[src/rtl/alu_exec_ctrl_if.sv]
// Bus between alu_exec_ctrl and its environment: op issue, ALU drive/return, result drain.
// master = op source / ALU / result sink, slave = the controller.
interface alu_exec_ctrl_if #(
    parameter int DATA_W = 32
);
    logic              in_valid;
    logic              in_ready;
    logic [3:0]        op;
    logic [DATA_W-1:0] a;
    logic [DATA_W-1:0] b;
    logic [DATA_W-1:0] alu_a;
    logic [DATA_W-1:0] alu_b;
    logic [2:0]        alu_S;
    logic              alu_Cin;
    logic [DATA_W-1:0] alu_d;
    logic              alu_Cout;
    logic              alu_V;
    logic              alu_Z;
    logic              out_valid;
    logic              out_ready;
    logic [DATA_W-1:0] result;
    logic              out_err;
    logic              flag_c;
    logic              flag_v;
    logic              flag_z;
    logic              busy;

    modport slave (
        input  in_valid, op, a, b, alu_d, alu_Cout, alu_V, alu_Z, out_ready,
        output in_ready, alu_a, alu_b, alu_S, alu_Cin, out_valid, result,
               out_err, flag_c, flag_v, flag_z, busy
    );

    modport master (
        output in_valid, op, a, b, alu_d, alu_Cout, alu_V, alu_Z, out_ready,
        input  in_ready, alu_a, alu_b, alu_S, alu_Cin, out_valid, result,
               out_err, flag_c, flag_v, flag_z, busy
    );
endinterface

[src/rtl/alu_exec_ctrl.sv]
// Execute-stage controller in front of a 32-bit ALU; adds ADDC/SUBC, SLT(U) and iterative shifts.
// Result 1 cycle after accept (n cycles for shift by n); holds result until out_ready. ALU_EXEC_ROR_EN adds op 14 ROR.
module alu_exec_ctrl #(
    parameter int         DATA_W    = 32,
    parameter logic [2:0] FLAGS_RST = 3'b000
) (
    input logic            clk,
    input logic            rst_n,
    alu_exec_ctrl_if.slave bus
);
    localparam logic [3:0] OP_ADD  = 4'd0;
    localparam logic [3:0] OP_SUB  = 4'd1;
    localparam logic [3:0] OP_ADDC = 4'd2;
    localparam logic [3:0] OP_SUBC = 4'd3;
    localparam logic [3:0] OP_XOR  = 4'd4;
    localparam logic [3:0] OP_XNOR = 4'd5;
    localparam logic [3:0] OP_OR   = 4'd6;
    localparam logic [3:0] OP_NOR  = 4'd7;
    localparam logic [3:0] OP_AND  = 4'd8;
    localparam logic [3:0] OP_SLT  = 4'd9;
    localparam logic [3:0] OP_SLTU = 4'd10;
    localparam logic [3:0] OP_SLL  = 4'd11;
    localparam logic [3:0] OP_SRL  = 4'd12;
    localparam logic [3:0] OP_SRA  = 4'd13;
`ifdef ALU_EXEC_ROR_EN
    localparam logic [3:0] OP_ROR  = 4'd14;
`endif

    typedef enum logic [1:0] {IDLE = 2'd0, EXEC = 2'd1, SHIFT = 2'd2, RESP = 2'd3} state_t;

    state_t            state_q, state_d;
    logic [3:0]        op_q;
    logic [DATA_W-1:0] a_q, b_q, sh_q, result_q;
    logic [4:0]        cnt_q;
    logic              err_q, fc_q, fv_q, fz_q;

    logic              in_rdy, accept, start_shift;
    logic [2:0]        alu_s_c;
    logic              alu_cin_c;
    logic [DATA_W-1:0] ex_res, sh_nx;
    logic              ex_err, ex_upd_cv, sh_out;
    logic              unused_alu_z;

    function automatic logic is_shift(input logic [3:0] o);
        logic s;
        s = (o == OP_SLL) || (o == OP_SRL) || (o == OP_SRA);
`ifdef ALU_EXEC_ROR_EN
        s = s || (o == OP_ROR);
`endif
        return s;
    endfunction

    function automatic logic is_rsvd(input logic [3:0] o);
`ifdef ALU_EXEC_ROR_EN
        return o == 4'd15;
`else
        return (o == 4'd14) || (o == 4'd15);
`endif
    endfunction

    // Zero flag is derived from the captured result, so the ALU's own Z is not needed.
    assign unused_alu_z = bus.alu_Z;

    assign accept      = bus.in_valid && in_rdy;
    assign start_shift = is_shift(bus.op) && (bus.b[4:0] != 5'd0);

    always_ff @(posedge clk) begin
        if (!rst_n) state_q <= IDLE;
        else        state_q <= state_d;
    end

    always_comb begin
        state_d = state_q;
        case (state_q)
            IDLE, RESP: begin
                if (accept)                                state_d = start_shift ? SHIFT : EXEC;
                else if (state_q == RESP && bus.out_ready) state_d = IDLE;
            end
            EXEC:    state_d = RESP;
            SHIFT:   if (cnt_q == 5'd1) state_d = RESP;
            default: state_d = IDLE;
        endcase
    end

    always_comb begin
        in_rdy    = (state_q == IDLE) || (state_q == RESP && bus.out_ready);
        alu_s_c   = 3'b111;
        alu_cin_c = 1'b0;
        if (state_q == EXEC) begin
            case (op_q)
                OP_ADD:           alu_s_c = 3'b010;
                OP_SUB:           begin alu_s_c = 3'b011; alu_cin_c = 1'b1; end
                OP_ADDC:          begin alu_s_c = 3'b010; alu_cin_c = fc_q; end
                OP_SUBC:          begin alu_s_c = 3'b011; alu_cin_c = fc_q; end
                OP_XOR:           alu_s_c = 3'b000;
                OP_XNOR:          alu_s_c = 3'b001;
                OP_OR:            alu_s_c = 3'b100;
                OP_NOR:           alu_s_c = 3'b101;
                OP_AND:           alu_s_c = 3'b110;
                OP_SLT, OP_SLTU:  begin alu_s_c = 3'b011; alu_cin_c = 1'b1; end
                default:          alu_s_c = 3'b111;
            endcase
        end
    end

    assign bus.in_ready  = in_rdy;
    assign bus.out_valid = (state_q == RESP);
    assign bus.busy      = (state_q != IDLE);
    assign bus.alu_S     = alu_s_c;
    assign bus.alu_Cin   = alu_cin_c;
    assign bus.alu_a     = a_q;
    assign bus.alu_b     = b_q;
    assign bus.result    = result_q;
    assign bus.out_err   = err_q;
    assign bus.flag_c    = fc_q;
    assign bus.flag_v    = fv_q;
    assign bus.flag_z    = fz_q;

    always_comb begin
        ex_res    = bus.alu_d;
        ex_err    = 1'b0;
        ex_upd_cv = 1'b0;
        case (op_q)
            OP_ADD, OP_SUB, OP_ADDC, OP_SUBC: ex_upd_cv = 1'b1;
            OP_SLT: begin
                ex_res    = {{(DATA_W-1){1'b0}}, bus.alu_d[DATA_W-1] ^ bus.alu_V};
                ex_upd_cv = 1'b1;
            end
            OP_SLTU: begin
                ex_res    = {{(DATA_W-1){1'b0}}, ~bus.alu_Cout};
                ex_upd_cv = 1'b1;
            end
            default: begin
                // Zero-amount shifts reach EXEC and simply pass the operand through.
                if (is_shift(op_q)) begin
                    ex_res = a_q;
                end else if (is_rsvd(op_q)) begin
                    ex_res = '0;
                    ex_err = 1'b1;
                end
            end
        endcase
    end

    always_comb begin
        sh_nx  = sh_q;
        sh_out = 1'b0;
        case (op_q)
            OP_SLL: begin sh_nx = {sh_q[DATA_W-2:0], 1'b0};          sh_out = sh_q[DATA_W-1]; end
            OP_SRL: begin sh_nx = {1'b0, sh_q[DATA_W-1:1]};          sh_out = sh_q[0];        end
            OP_SRA: begin sh_nx = {sh_q[DATA_W-1], sh_q[DATA_W-1:1]}; sh_out = sh_q[0];        end
`ifdef ALU_EXEC_ROR_EN
            OP_ROR: begin sh_nx = {sh_q[0], sh_q[DATA_W-1:1]};       sh_out = sh_q[0];        end
`endif
            default: ;
        endcase
    end

    always_ff @(posedge clk) begin
        if (!rst_n) begin
            op_q     <= '0;
            a_q      <= '0;
            b_q      <= '0;
            sh_q     <= '0;
            cnt_q    <= '0;
            result_q <= '0;
            err_q    <= 1'b0;
            fc_q     <= FLAGS_RST[2];
            fv_q     <= FLAGS_RST[1];
            fz_q     <= FLAGS_RST[0];
        end else begin
            if (accept) begin
                op_q  <= bus.op;
                a_q   <= bus.a;
                b_q   <= bus.b;
                sh_q  <= bus.a;
                cnt_q <= bus.b[4:0];
            end
            if (state_q == EXEC) begin
                result_q <= ex_res;
                err_q    <= ex_err;
                if (ex_upd_cv) begin
                    fc_q <= bus.alu_Cout;
                    fv_q <= bus.alu_V;
                end
                if (!ex_err) fz_q <= (ex_res == '0);
            end
            if (state_q == SHIFT) begin
                sh_q  <= sh_nx;
                cnt_q <= cnt_q - 5'd1;
                if (cnt_q == 5'd1) begin
                    result_q <= sh_nx;
                    err_q    <= 1'b0;
                    fc_q     <= sh_out;
                    fz_q     <= (sh_nx == '0);
                end
            end
        end
    end
endmodule

[src/flat_wrapper.sv]
// flat-port wrapper written by rule: the top's interface ports become plain ports
module alu_exec_ctrl_flat 
#(
    parameter int         DATA_W    = 32,
    parameter logic [2:0] FLAGS_RST = 3'b000
)
  (clk, rst_n, bus_in_valid, bus_op, bus_a, bus_b, bus_alu_d, bus_alu_Cout, bus_alu_V, bus_alu_Z, bus_out_ready, bus_in_ready, bus_alu_a, bus_alu_b, bus_alu_S, bus_alu_Cin, bus_out_valid, bus_result, bus_out_err, bus_flag_c, bus_flag_v, bus_flag_z, bus_busy);
  alu_exec_ctrl_if #(.DATA_W(DATA_W)) bus_i ();
  input logic clk;
  input logic rst_n;
  input wire logic [$bits(bus_i.in_valid)-1:0] bus_in_valid;
  input wire logic [$bits(bus_i.op)-1:0] bus_op;
  input wire logic [$bits(bus_i.a)-1:0] bus_a;
  input wire logic [$bits(bus_i.b)-1:0] bus_b;
  input wire logic [$bits(bus_i.alu_d)-1:0] bus_alu_d;
  input wire logic [$bits(bus_i.alu_Cout)-1:0] bus_alu_Cout;
  input wire logic [$bits(bus_i.alu_V)-1:0] bus_alu_V;
  input wire logic [$bits(bus_i.alu_Z)-1:0] bus_alu_Z;
  input wire logic [$bits(bus_i.out_ready)-1:0] bus_out_ready;
  output wire logic [$bits(bus_i.in_ready)-1:0] bus_in_ready;
  output wire logic [$bits(bus_i.alu_a)-1:0] bus_alu_a;
  output wire logic [$bits(bus_i.alu_b)-1:0] bus_alu_b;
  output wire logic [$bits(bus_i.alu_S)-1:0] bus_alu_S;
  output wire logic [$bits(bus_i.alu_Cin)-1:0] bus_alu_Cin;
  output wire logic [$bits(bus_i.out_valid)-1:0] bus_out_valid;
  output wire logic [$bits(bus_i.result)-1:0] bus_result;
  output wire logic [$bits(bus_i.out_err)-1:0] bus_out_err;
  output wire logic [$bits(bus_i.flag_c)-1:0] bus_flag_c;
  output wire logic [$bits(bus_i.flag_v)-1:0] bus_flag_v;
  output wire logic [$bits(bus_i.flag_z)-1:0] bus_flag_z;
  output wire logic [$bits(bus_i.busy)-1:0] bus_busy;
  assign bus_i.in_valid = bus_in_valid;
  assign bus_i.op = bus_op;
  assign bus_i.a = bus_a;
  assign bus_i.b = bus_b;
  assign bus_i.alu_d = bus_alu_d;
  assign bus_i.alu_Cout = bus_alu_Cout;
  assign bus_i.alu_V = bus_alu_V;
  assign bus_i.alu_Z = bus_alu_Z;
  assign bus_i.out_ready = bus_out_ready;
  assign bus_in_ready = bus_i.in_ready;
  assign bus_alu_a = bus_i.alu_a;
  assign bus_alu_b = bus_i.alu_b;
  assign bus_alu_S = bus_i.alu_S;
  assign bus_alu_Cin = bus_i.alu_Cin;
  assign bus_out_valid = bus_i.out_valid;
  assign bus_result = bus_i.result;
  assign bus_out_err = bus_i.out_err;
  assign bus_flag_c = bus_i.flag_c;
  assign bus_flag_v = bus_i.flag_v;
  assign bus_flag_z = bus_i.flag_z;
  assign bus_busy = bus_i.busy;
  alu_exec_ctrl #(.DATA_W(DATA_W), .FLAGS_RST(FLAGS_RST)) u_core (.clk(clk), .rst_n(rst_n), .bus(bus_i));
endmodule
[config.mk]
export PLATFORM = sky130hd
export DESIGN_NAME = alu_exec_ctrl_flat
export DESIGN_NICKNAME = d
export VERILOG_FILES = /design/src/rtl/alu_exec_ctrl_if.sv /design/src/rtl/alu_exec_ctrl.sv /design/src/flat_wrapper.sv
export SDC_FILE = /design/constraint.sdc
export NUM_CORES = 1
export LEC_CHECK = 0
export BUFFER_PORTS_ARGS = -buffer_cell sky130_fd_sc_hd__buf_2
export CAP_MARGIN = 20
export CELL_PAD_IN_SITES_DETAIL_PLACEMENT = 1
export CELL_PAD_IN_SITES_GLOBAL_PLACEMENT = 2
export CORE_ASPECT_RATIO = 0.8
export CORE_UTILIZATION = 30
export CTS_BUF_LIST = sky130_fd_sc_hd__clkbuf_4 sky130_fd_sc_hd__clkbuf_8 sky130_fd_sc_hd__clkbuf_16
export DETAILED_ROUTE_END_ITERATION = 7
export GPL_ROUTABILITY_DRIVEN = 0
export PLACE_DENSITY_LB_ADDON = 0.1
export SLEW_MARGIN = 20
export SYNTH_ARGS = -nofsm -noshare
export SYNTH_HDL_FRONTEND = slang
export SYNTH_SLANG_ARGS = --single-unit
[constraint.sdc]
create_clock -name clk -period 5.9 [get_ports clk]
set_input_delay 0.885 -clock clk [delete_from_list [all_inputs] [get_ports clk]]
set_output_delay 0.885 -clock clk [all_outputs]
set_load 0.01 [all_outputs]
==> flow_summary.ini, run 1 <==
[route]
via_count = 7595
drt-total-wl_mm = 28.6
final_antenna_net_count = 0
dr.pass1.iters = 5
drt_iter0_markers = 604
drc = 0
avgRoutedWirePerCell_um = 19.9
vias_per_cell = 5.29

[pwr]
power.density_mw_per_mm2 = 454
internal_power_mw = 2.35
p_seq_frac = 0.360
p_clk_frac = 0.282
max-vdd-ir-drop_mv = 0.156
switching_share = 0.406
p_leak_nw = 3.80
p_comb_frac = 0.358
power.switching_mw = 1.61

[logic_synthesis]
synth_edf_count = 0
syn_area_mm2 = 0.00687
synth-compound-area-share = 0.257
yosysTopAreaCellShare = 0.417
synth_simple_gate_area_frac = 0.254
yosysUniqueCellTypes = 49
async_reset_ff_frac = 0
synthAdderAreaFrac = 0.0109
synth_top_family_by_area = compound AO/OA/AOI/OAI gates
synth_xor_xnor_area_share = 0.00255
syn_inst = 957
synth_top_area_cell = dfxtp_1
synth_top_flop_cell = dfxtp_1
yosys_warnings = 0
yosysSeqAreaShare = 0.417
synthMuxAreaShare = 0.00892
synth-seq-cells = 143
synthTopCellsByArea = dfxtp_1 (42%), a21oi_1 (12%), nand2_1 (12%)
syn_nets = 1070
syn_avg_cell_area_um2 = 7.18

[critical_path]
cp-end-kind = flop
r2r_setup_slack_ns = 2.35
critical_path.endpoint = u_core.bus.flag_z$_SDFF_PN0_
crit_start = u_core.op_q[1]$_SDFFE_PN0P_
cp_slowest_cell = dfxtp_1
crit_family = simple AND/OR/NAND/NOR gates
max_stage_delay_ns = 0.74
reg2reg_to = u_core.bus.flag_z$_SDFF_PN0_
startpoint_type = flop
crit_chain = and3b_1 -> buf_4 -> a22oi_1 -> nand2_1 -> or4_1 -> or4_1 -> o31a_1 -> nor3_1
crit_type = flop to flop
reg2reg_from = u_core.op_q[1]$_SDFFE_PN0P_
required_ns = 6.25
cp_common_cell = or4_1
reg2regPathDepth = 8
cp_num_buf_inv = 1
cp.arrival_ns = 3.90
cp.depth = 8
critical_path.max_fanout = 22

[cts]
cts_setup_buffers = 0
cts_tree = built
cts.reportedPaths.clkPinSlew_ns = 0.07
ctsHoldBuffers = 0
cts_num_sinks = 143
cts_root_buf = clkbuf_16
clock_latency_ns = 0.44
cts-buffers-inserted = 17
cts_resized = 0
cts-htree-levels = 4
clockBufferDepth = 2

[sta]
fin_crit_sh = 0.602
worst_slack_ns = 2.35
fin_setup_tns_ns = 0
rsz0062_at_grt = false
setup_viol = 0
whs_ns = 0.450
fmax_mhz = 282
slew_viol_final = 0
final.min_clock_period_ns = 3.55
slew_headroom = 0.285
fin_skew_ns = 0.0109
finalHoldViolCount = 0
tightest_slew_ns = 1.07

[global_route]
antenna_found_initial = 0
grt_pass1_wl_mm = 42.5
gr-usage-all-layers = 0.244
grt_max_degree = 73
gr-total-overflow = 0
grt_pass1_vias = 7123

[placement]
hpwlAfterDp_mm = 20.4
port_buffers = 212
dp_slack_ns = 2.41
placed_area_mm2 = 0.00812

[hold_path]
hp-class = flop to flop

[floorplan]
die_h_um = 137
rows = 49
io_pins = 214
coreArea_mm2 = 0.0225
start_util = 0.305
fp.dieArea_mm2 = 0.0235
die_x_um = 171

[flow_run]
maxCapViolCount = 0

[cells_and_area]
fin_area_mm2 = 0.00872
fin_util = 0.388
diodes = 0
drive_gt1_frac = 0.233
nNetsFinal = 1231
syn_to_final_growth_pct = 26.9

[run_status]
status = completed
power groups by stage:
stage                     combinational, mW  clock [mW]  sequential [mW]
after floorplan                       0.892           0             1.41
after global placement                 1.40           0             1.44
after detailed placement               1.42           0             1.44
after CTS                              1.43        1.14             1.42
after global routing                   1.59        1.18             1.45
final                                  1.42        1.12             1.43
how the worst min path moves through the flow:
stage	startpoint	endpoint	slack, ns	cells past startpoint
detailed placement	u_core.bus.alu_b[12]$_SDFFE_PN0P_	u_core.bus.alu_b[12]$_SDFFE_PN0P_	0.44	2
global route	u_core.bus.alu_b[0]$_SDFFE_PN0P_	u_core.bus.alu_b[0]$_SDFFE_PN0P_	0.47	2
floorplan	u_core.cnt_q[4]$_SDFFE_PN0P_	u_core.cnt_q[4]$_SDFFE_PN0P_	0.45	1
global placement	u_core.bus.alu_b[8]$_SDFFE_PN0P_	u_core.bus.alu_b[8]$_SDFFE_PN0P_	0.44	2
finish	u_core.bus.alu_b[12]$_SDFFE_PN0P_	u_core.bus.alu_b[12]$_SDFFE_PN0P_	0.45	2
CTS	u_core.bus.alu_b[12]$_SDFFE_PN0P_	u_core.bus.alu_b[12]$_SDFFE_PN0P_	0.45	2
worst register-to-register path: cells and delay by family (launching register included):
kind	cells	cell delay [ns]
simple gates	5	1.90
flops	1	0.74
compound gates	2	0.55
buf+inv	1	0.28
layout by cell type, fill, tap and decap left out, types with 2 or more instances in the layout:
cell / synthesis / layout
ha_2: 0 / 2
clkinv_4: 0 / 5
a222oi_1: 2 / 2
o211ai_1: 2 / 2
clkbuf_16: 0 / 17
mux2i_1: 5 / 5
nor2_1: 114 / 114
dfxtp_1: 143 / 143
buf_2: 3 / 212
or4_1: 3 / 3
nor2b_1: 4 / 4
ha_1: 6 / 4
a211oi_1: 29 / 29
nor4_1: 17 / 17
nand3_1: 27 / 27
a22oi_1: 55 / 55
a22o_1: 7 / 7
nand2b_1: 2 / 2
nand2_1: 218 / 217
inv_6: 0 / 3
a31oi_1: 2 / 2
inv_1: 9 / 8
bufinv_16: 0 / 2
a21oi_1: 168 / 168
nor3_1: 16 / 16
buf_4: 1 / 11
o21ai_0: 14 / 14
and2_1: 3 / 2
nand4_1: 4 / 4
nand3b_1: 4 / 4
cells by family (layout without fill, tap and decap cells):
family / Yosys count / in the layout
mux: 6 / 6
simple gates: 417 / 417
flops: 143 / 143
buf+inv: 91 / 265
xor+xnor: 2 / 2
fa+ha+maj: 6 / 6
compound gates: 292 / 292
routing by layer:
metal  GRT usage  wire length [µm]  vias up
met2       0.343             11600      236
li1            -                 -     3672
met4      0.0427               174        0
met1       0.375             14900     3673
met3      0.0540              1950       14
met5           0                 0        -
through the flow:
step | instances | power (mW)
finish | 1437 | 3.96
global placement | 1405 | 2.84
CTS | 1437 | 3.98
detailed placement | 1405 | 2.86
floorplan | 957 | 2.30
global route | 1437 | 4.23
sequential cells by signal, indices dropped and copies added (netlist names):
register	flops
u_core.bus.result	32
u_core.bus.alu_b	32
u_core.bus.alu_a	32
u_core.sh_q	32
u_core.state_q	2
u_core.bus.out_err	1
u_core.cnt_q	5
u_core.bus.flag_v	1
u_core.bus.flag_z	1
u_core.bus.flag_c	1
u_core.op_q	4
cell usage after synthesis, types with 2 or more instances:
| library cell | n |
|---|---|
| nor3_1 | 16 |
| o211ai_1 | 2 |
| nand3_1 | 27 |
| clkbuf_1 | 72 |
| a21oi_1 | 168 |
| a22oi_1 | 55 |
| inv_1 | 9 |
| nand3b_1 | 4 |
| a222oi_1 | 2 |
| a22o_1 | 7 |
| nand2_1 | 218 |
| or4_1 | 3 |
| mux2i_1 | 5 |
| a31oi_1 | 2 |
| buf_1 | 5 |
| nor2_1 | 114 |
| nand4_1 | 4 |
| a211oi_1 | 29 |
| and2_1 | 3 |
| buf_2 | 3 |
| nand2b_1 | 2 |
| nor2b_1 | 4 |
| o21ai_0 | 14 |
| dfxtp_1 | 143 |
| ha_1 | 6 |
| nor4_1 | 17 |
cell type report:
class	count	area, µm²
multi-input cells	723	3690
flip-flops and latches	143	2860
repair buffers	223	1140
clock buffers	19	447
fillers	2895	13800
well taps	306	383
inverters	10	40.0
clock inverters	13	154
Power figures use the tool's default switching activity.
==> run 2, diff against run 1 <==
--- a/config.mk
+++ b/config.mk
@@ -10,7 +10,7 @@
 export CELL_PAD_IN_SITES_DETAIL_PLACEMENT = 1
 export CELL_PAD_IN_SITES_GLOBAL_PLACEMENT = 2
 export CORE_ASPECT_RATIO = 0.8
-export CORE_UTILIZATION = 30
+export CORE_UTILIZATION = 25
 export CTS_BUF_LIST = sky130_fd_sc_hd__clkbuf_4 sky130_fd_sc_hd__clkbuf_8 sky130_fd_sc_hd__clkbuf_16
 export DETAILED_ROUTE_END_ITERATION = 7
 export GPL_ROUTABILITY_DRIVEN = 0
==> constraint.sdc (replaced) <==
create_clock -name clk -period 3.15 [get_ports clk]
set_input_delay 0.4725 -clock clk [delete_from_list [all_inputs] [get_ports clk]]
set_output_delay 0.4725 -clock clk [all_outputs]
set_load 0.01 [all_outputs]
==> run 2 against run 1 <==
Clock power is 94% higher. Critical path depth is 1 lower. Die area is 20% higher. Fmax is 28% higher. Cell area is 3.4% higher.
==> flow_summary.ini, run 2 (same netlist as run 1, synthesis figures left out) <==
[pwr]
max-vdd-ir-drop_mv = 0.396
internal_power_mw = 4.61
power.switching_mw = 3.06
p_clk_frac = 0.283
switching_share = 0.399
power.density_mw_per_mm2 = 850
p_seq_frac = 0.347
p_leak_nw = 3.93
p_comb_frac = 0.370

[cells_and_area]
fin_util = 0.338
final_cell_mix = nand2_1 (217), buf_2 (212), a21oi_1 (168)
num-fill-cells = 3329
drive_gt1_frac = 0.247
final_common_cell = nand2_1
nNetsFinal = 1253
syn_to_final_growth_pct = 31.2
diodes = 0

[cts]
ctsHoldBuffers = 0
cts_setup_buffers = 0
clock_latency_ns = 0.43
cts-htree-levels = 4
cts.reportedPaths.clkPinSlew_ns = 0.06
cts_num_sinks = 143
cts_resized = 0
cts-buffers-inserted = 17
cts_tree = built
clockBufferDepth = 2
cts_root_buf = clkbuf_16

[sta]
final.min_clock_period_ns = 2.77
slew_headroom = 0.513
fin_crit_sh = 0.878
rsz0062_at_grt = false
tightest_slew_ns = 0.731
worst_slack_ns = 0.384
slew_viol_final = 0
whs_ns = 0.275
setup_viol = 0
fin_setup_tns_ns = 0
finalHoldViolCount = 0
fmax_mhz = 362
fin_skew_ns = 0.0104

[global_route]
grt_pass1_wl_mm = 46.5
gr-usage-all-layers = 0.222
antenna_found_initial = 0
grt_max_degree = 69
gr-total-overflow = 0
grt_pass1_vias = 7324

[floorplan]
die_x_um = 187
fp.dieArea_mm2 = 0.0282
io_pins = 214
die_h_um = 150
start_util = 0.258
coreArea_mm2 = 0.0267
rows = 53

[placement]
hpwlAfterDp_mm = 23.2
port_buffers = 212
dp_slack_ns = 0.406

[route]
final_antenna_net_count = 0
dr.pass1.iters = 5
drc = 0
via_count = 7628
vias_per_cell = 5.06
drt_iter0_markers = 565
drt-total-wl_mm = 31.2
avgRoutedWirePerCell_um = 20.7

[critical_path]
cp_common_cell = or4_1
cp-end-kind = flop
crit_chain = and3b_1 -> a22oi_1 -> nand2_1 -> or4_1 -> or4_1 -> o31a_1 -> nor3_1
cp_slowest_cell = or4_1
cp_num_buf_inv = 0
max_stage_delay_ns = 0.59
startpoint_type = flop
crit_family = simple AND/OR/NAND/NOR gates
crit_type = flop to flop
cp.arrival_ns = 3.12
critical_path.max_fanout = 8
required_ns = 3.50

[run_status]
status = completed

[flow_run]
maxCapViolCount = 0

[hold_path]
hp-class = input pin to flop
[run 2: power by group through the flow]
stage	Sequential [mW]	Clock, mW	Combinational (mW)
after global routing	2.72	2.30	3.16
after floorplan	2.65	0	1.67
after global placement	2.69	0	2.82
after CTS	2.66	2.23	2.86
final	2.66	2.17	2.83
after detailed placement	2.70	0	2.84
[run 2: worst reg2reg max path, cell delays in order (launching register included)]
cell and delay (ns):
dfxtp_1 0.45, and3b_1 0.29, a22oi_1 0.21, nand2_1 0.15, or4_1 0.59, or4_1 0.54
o31a_1 0.32, nor3_1 0.16
[run 2: final timing paths]
check                                                       start                                end  slack [ns]  cells past startpoint
worst min-delay path                                    bus_b[10]  u_core.bus.alu_b[10]$_SDFFE_PN0P_        0.28                      3
worst max register to register        u_core.op_q[1]$_SDFFE_PN0P_       u_core.bus.flag_z$_SDFF_PN0_        0.38                      7
worst max-delay path                  u_core.op_q[1]$_SDFFE_PN0P_       u_core.bus.flag_z$_SDFF_PN0_        0.38                      7
worst min register to register  u_core.bus.alu_b[28]$_SDFFE_PN0P_  u_core.bus.alu_b[28]$_SDFFE_PN0P_        0.45                      2
[run 2: final cells by class]
cell class                      count  area [µm²]  share of cell area
Timing Repair Buffer              245        1360               0.151
Multi-Input combinational cell    723        3690               0.409
Clock inverter                      9         131              0.0146
Tap cell                          357         447              0.0495
Sequential cell                   143        2860               0.317
Inverter                           10        40.0             0.00444
Clock buffer                       22         488              0.0541
[run 2: metrics by stage]
step / cells / area [µm²] / power, mW
after floorplan: 957 / 6870 / 4.32
after global placement: 1478 / 8400 / 5.51
after detailed placement: 1478 / 8400 / 5.53
after CTS: 1509 / 9020 / 7.75
after global routing: 1509 / 9020 / 8.18
final: 1509 / 9020 / 7.67
[run 2: per-layer routing]
layer  part of all wire  track usage  vias to the layer above
li1                   -            -                     3724
met1               0.54        0.347                     3702
met2               0.41        0.308                      190
met3              0.045       0.0385                       12
met4             0.0076       0.0480                        0
met5                  0            0                        -
==> run 3, diff against run 2 <==
--- a/config.mk
+++ b/config.mk
@@ -10,11 +10,12 @@
 export CELL_PAD_IN_SITES_DETAIL_PLACEMENT = 1
 export CELL_PAD_IN_SITES_GLOBAL_PLACEMENT = 2
 export CORE_ASPECT_RATIO = 0.8
-export CORE_UTILIZATION = 25
+export CORE_UTILIZATION = 30
 export CTS_BUF_LIST = sky130_fd_sc_hd__clkbuf_4 sky130_fd_sc_hd__clkbuf_8 sky130_fd_sc_hd__clkbuf_16
 export DETAILED_ROUTE_END_ITERATION = 7
 export GPL_ROUTABILITY_DRIVEN = 0
 export PLACE_DENSITY_LB_ADDON = 0.1
+export SETUP_SLACK_MARGIN = 0.5
 export SLEW_MARGIN = 20
 export SYNTH_ARGS = -nofsm -noshare
 export SYNTH_HDL_FRONTEND = slang
==> constraint.sdc (replaced) <==
create_clock -name clk -period 3.5 [get_ports clk]
set_input_delay 0.525 -clock clk [delete_from_list [all_inputs] [get_ports clk]]
set_output_delay 0.525 -clock clk [all_outputs]
set_load 0.01 [all_outputs]
==> run 3 against run 2 <==
Clock power is 9% lower. Sequential power down 10%. Die area down 16%. Combinational power decreased by 12%. Non-clock buffer count fell by 5. Utilization increased by 5.8 points. Critical endpoint unchanged. Highest routed layer unchanged.
==> flow_summary.ini, run 3 (same netlist as run 1, synthesis figures left out) <==
[critical_path]
cp-end-kind = flop
crit_start = u_core.op_q[1]$_SDFFE_PN0P_
cp_slowest_cell = or4_1
cp.arrival_ns = 3.14
reg2reg_to = u_core.bus.flag_z$_SDFF_PN0_
required_ns = 3.85
r2r_setup_slack_ns = 0.71
reg2regPathDepth = 7
crit_family = simple AND/OR/NAND/NOR gates
cp_num_buf_inv = 0
max_stage_delay_ns = 0.57
cp.depth = 7
cp_common_cell = or4_1
critical_path.max_fanout = 13
reg2reg_from = u_core.op_q[1]$_SDFFE_PN0P_
startpoint_type = flop
crit_type = flop to flop
crit_chain = and3b_2 -> a22oi_1 -> nand2_1 -> or4_1 -> or4_1 -> o31a_1 -> nor3_1

[cts]
cts_setup_buffers = 0
cts.reportedPaths.clkPinSlew_ns = 0.06
cts_root_buf = clkbuf_16
clock_latency_ns = 0.43
cts_num_sinks = 143
cts-htree-levels = 4
cts-buffers-inserted = 17
cts_tree = built
clockBufferDepth = 2

[route]
vias_per_cell = 5.29
drt_iter0_markers = 621
dr.pass1.iters = 5
drc = 0
drt-total-wl_mm = 29.5
avgRoutedWirePerCell_um = 20.3
final_antenna_net_count = 0
via_count = 7688

[cells_and_area]
diodes = 0
drive_gt1_frac = 0.245
syn_to_final_growth_pct = 29.6
final_common_cell = nand2_1
nNetsFinal = 1248
final_cell_mix = nand2_1 (217), buf_2 (212), a21oi_1 (168)
fin_util = 0.396
fin_area_mm2 = 0.00891

[pwr]
power.switching_mw = 2.73
switching_share = 0.397
internal_power_mw = 4.14
p_comb_frac = 0.364
p_leak_nw = 3.89
max-vdd-ir-drop_mv = 0.340
p_seq_frac = 0.348
power.density_mw_per_mm2 = 771
p_clk_frac = 0.289

[hold_path]
hp-class = input pin to flop
min_path_cells = 3
hold_path_end = u_core.bus.alu_b[10]$_SDFFE_PN0P_
min-delay-start = bus_b[10]

[global_route]
antenna_found_initial = 0
grt_max_degree = 69
grt_pass1_wl_mm = 43.7
gr-total-overflow = 0
gr-usage-all-layers = 0.251
grt_pass1_vias = 7264

[floorplan]
start_util = 0.305
die_h_um = 137
io_pins = 214
coreArea_mm2 = 0.0225
fp.dieArea_mm2 = 0.0235
rows = 49
die_x_um = 171

[sta]
slew_viol_final = 0
tightest_slew_ns = 0.991
fmax_mhz = 359
fin_setup_tns_ns = 0
slew_headroom = 0.340
final.min_clock_period_ns = 2.79
fin_crit_sh = 0.797
fin_skew_ns = 0.00931
rsz0062_at_grt = false
finalHoldViolCount = 0
setup_viol = 0

[placement]
port_buffers = 212
placed_area_mm2 = 0.00827
hpwlAfterDp_mm = 21.7

[flow_run]
maxCapViolCount = 0

[run_status]
status = completed
run 3: worst register-to-register path: cells and delay by family, from the launching register on:
family	cells	cell delay (ns)
flops	1	0.41
compound gates	2	0.54
simple gates	5	1.77
run 3: metrics by stage:
step                hold slack (ns)  std cells  power, mW  setup slack [ns]
global route                  0.333       1453       7.31             0.565
finish                        0.322       1453       6.87             0.711
floorplan                     0.453        957       3.89              1.04
CTS                           0.308       1453       6.91             0.626
detailed placement            0.443       1422       4.90             0.653
global placement              0.440       1422       4.86             0.668
run 3: routing by layer:
metal  vias up  track usage  share of wire  wire (µm)
met2       240        0.353           0.41      12000
met5         -            0              0          0
li1       3708            -              -          -
met3        20       0.0508          0.064       1880
met1      3720        0.382           0.52      15300
met4         0       0.0635          0.011        325
run 3: power by group through the flow:
stage	clock [mW]	sequential (mW)	combinational, mW
after floorplan	0	2.38	1.50
after global placement	0	2.41	2.46
after detailed placement	0	2.41	2.49
after CTS	2.02	2.38	2.51
after global routing	2.08	2.43	2.80
final	1.98	2.39	2.50
run 3: cell type report:
cell class | count | area [µm²]
multi-input cells | 723 | 3690
clock inverters | 12 | 185
clock buffers | 19 | 447
well taps | 306 | 383
inverters | 10 | 40.0
repair buffers | 240 | 1300
flip-flops and latches | 143 | 2860
fillers | 2874 | 13600
run 3: what timing repair did:
item / 4_1_cts / 5_1_grt
hold endpoints to repair: 0 / 0
endpoints found under the setup margin: 0 / 1
hold buffers: 0 / 0
resized for setup: 0 / 2
run 3: worst max-delay path by stage:
stage | endpoint
after CTS | u_core.bus.flag_z$_SDFF_PN0_
final | u_core.bus.flag_z$_SDFF_PN0_
after detailed placement | u_core.bus.flag_z$_SDFF_PN0_
after global placement | u_core.bus.flag_z$_SDFF_PN0_
after floorplan | u_core.bus.flag_z$_SDFF_PN0_
after global routing | u_core.bus.flag_z$_SDFF_PN0_
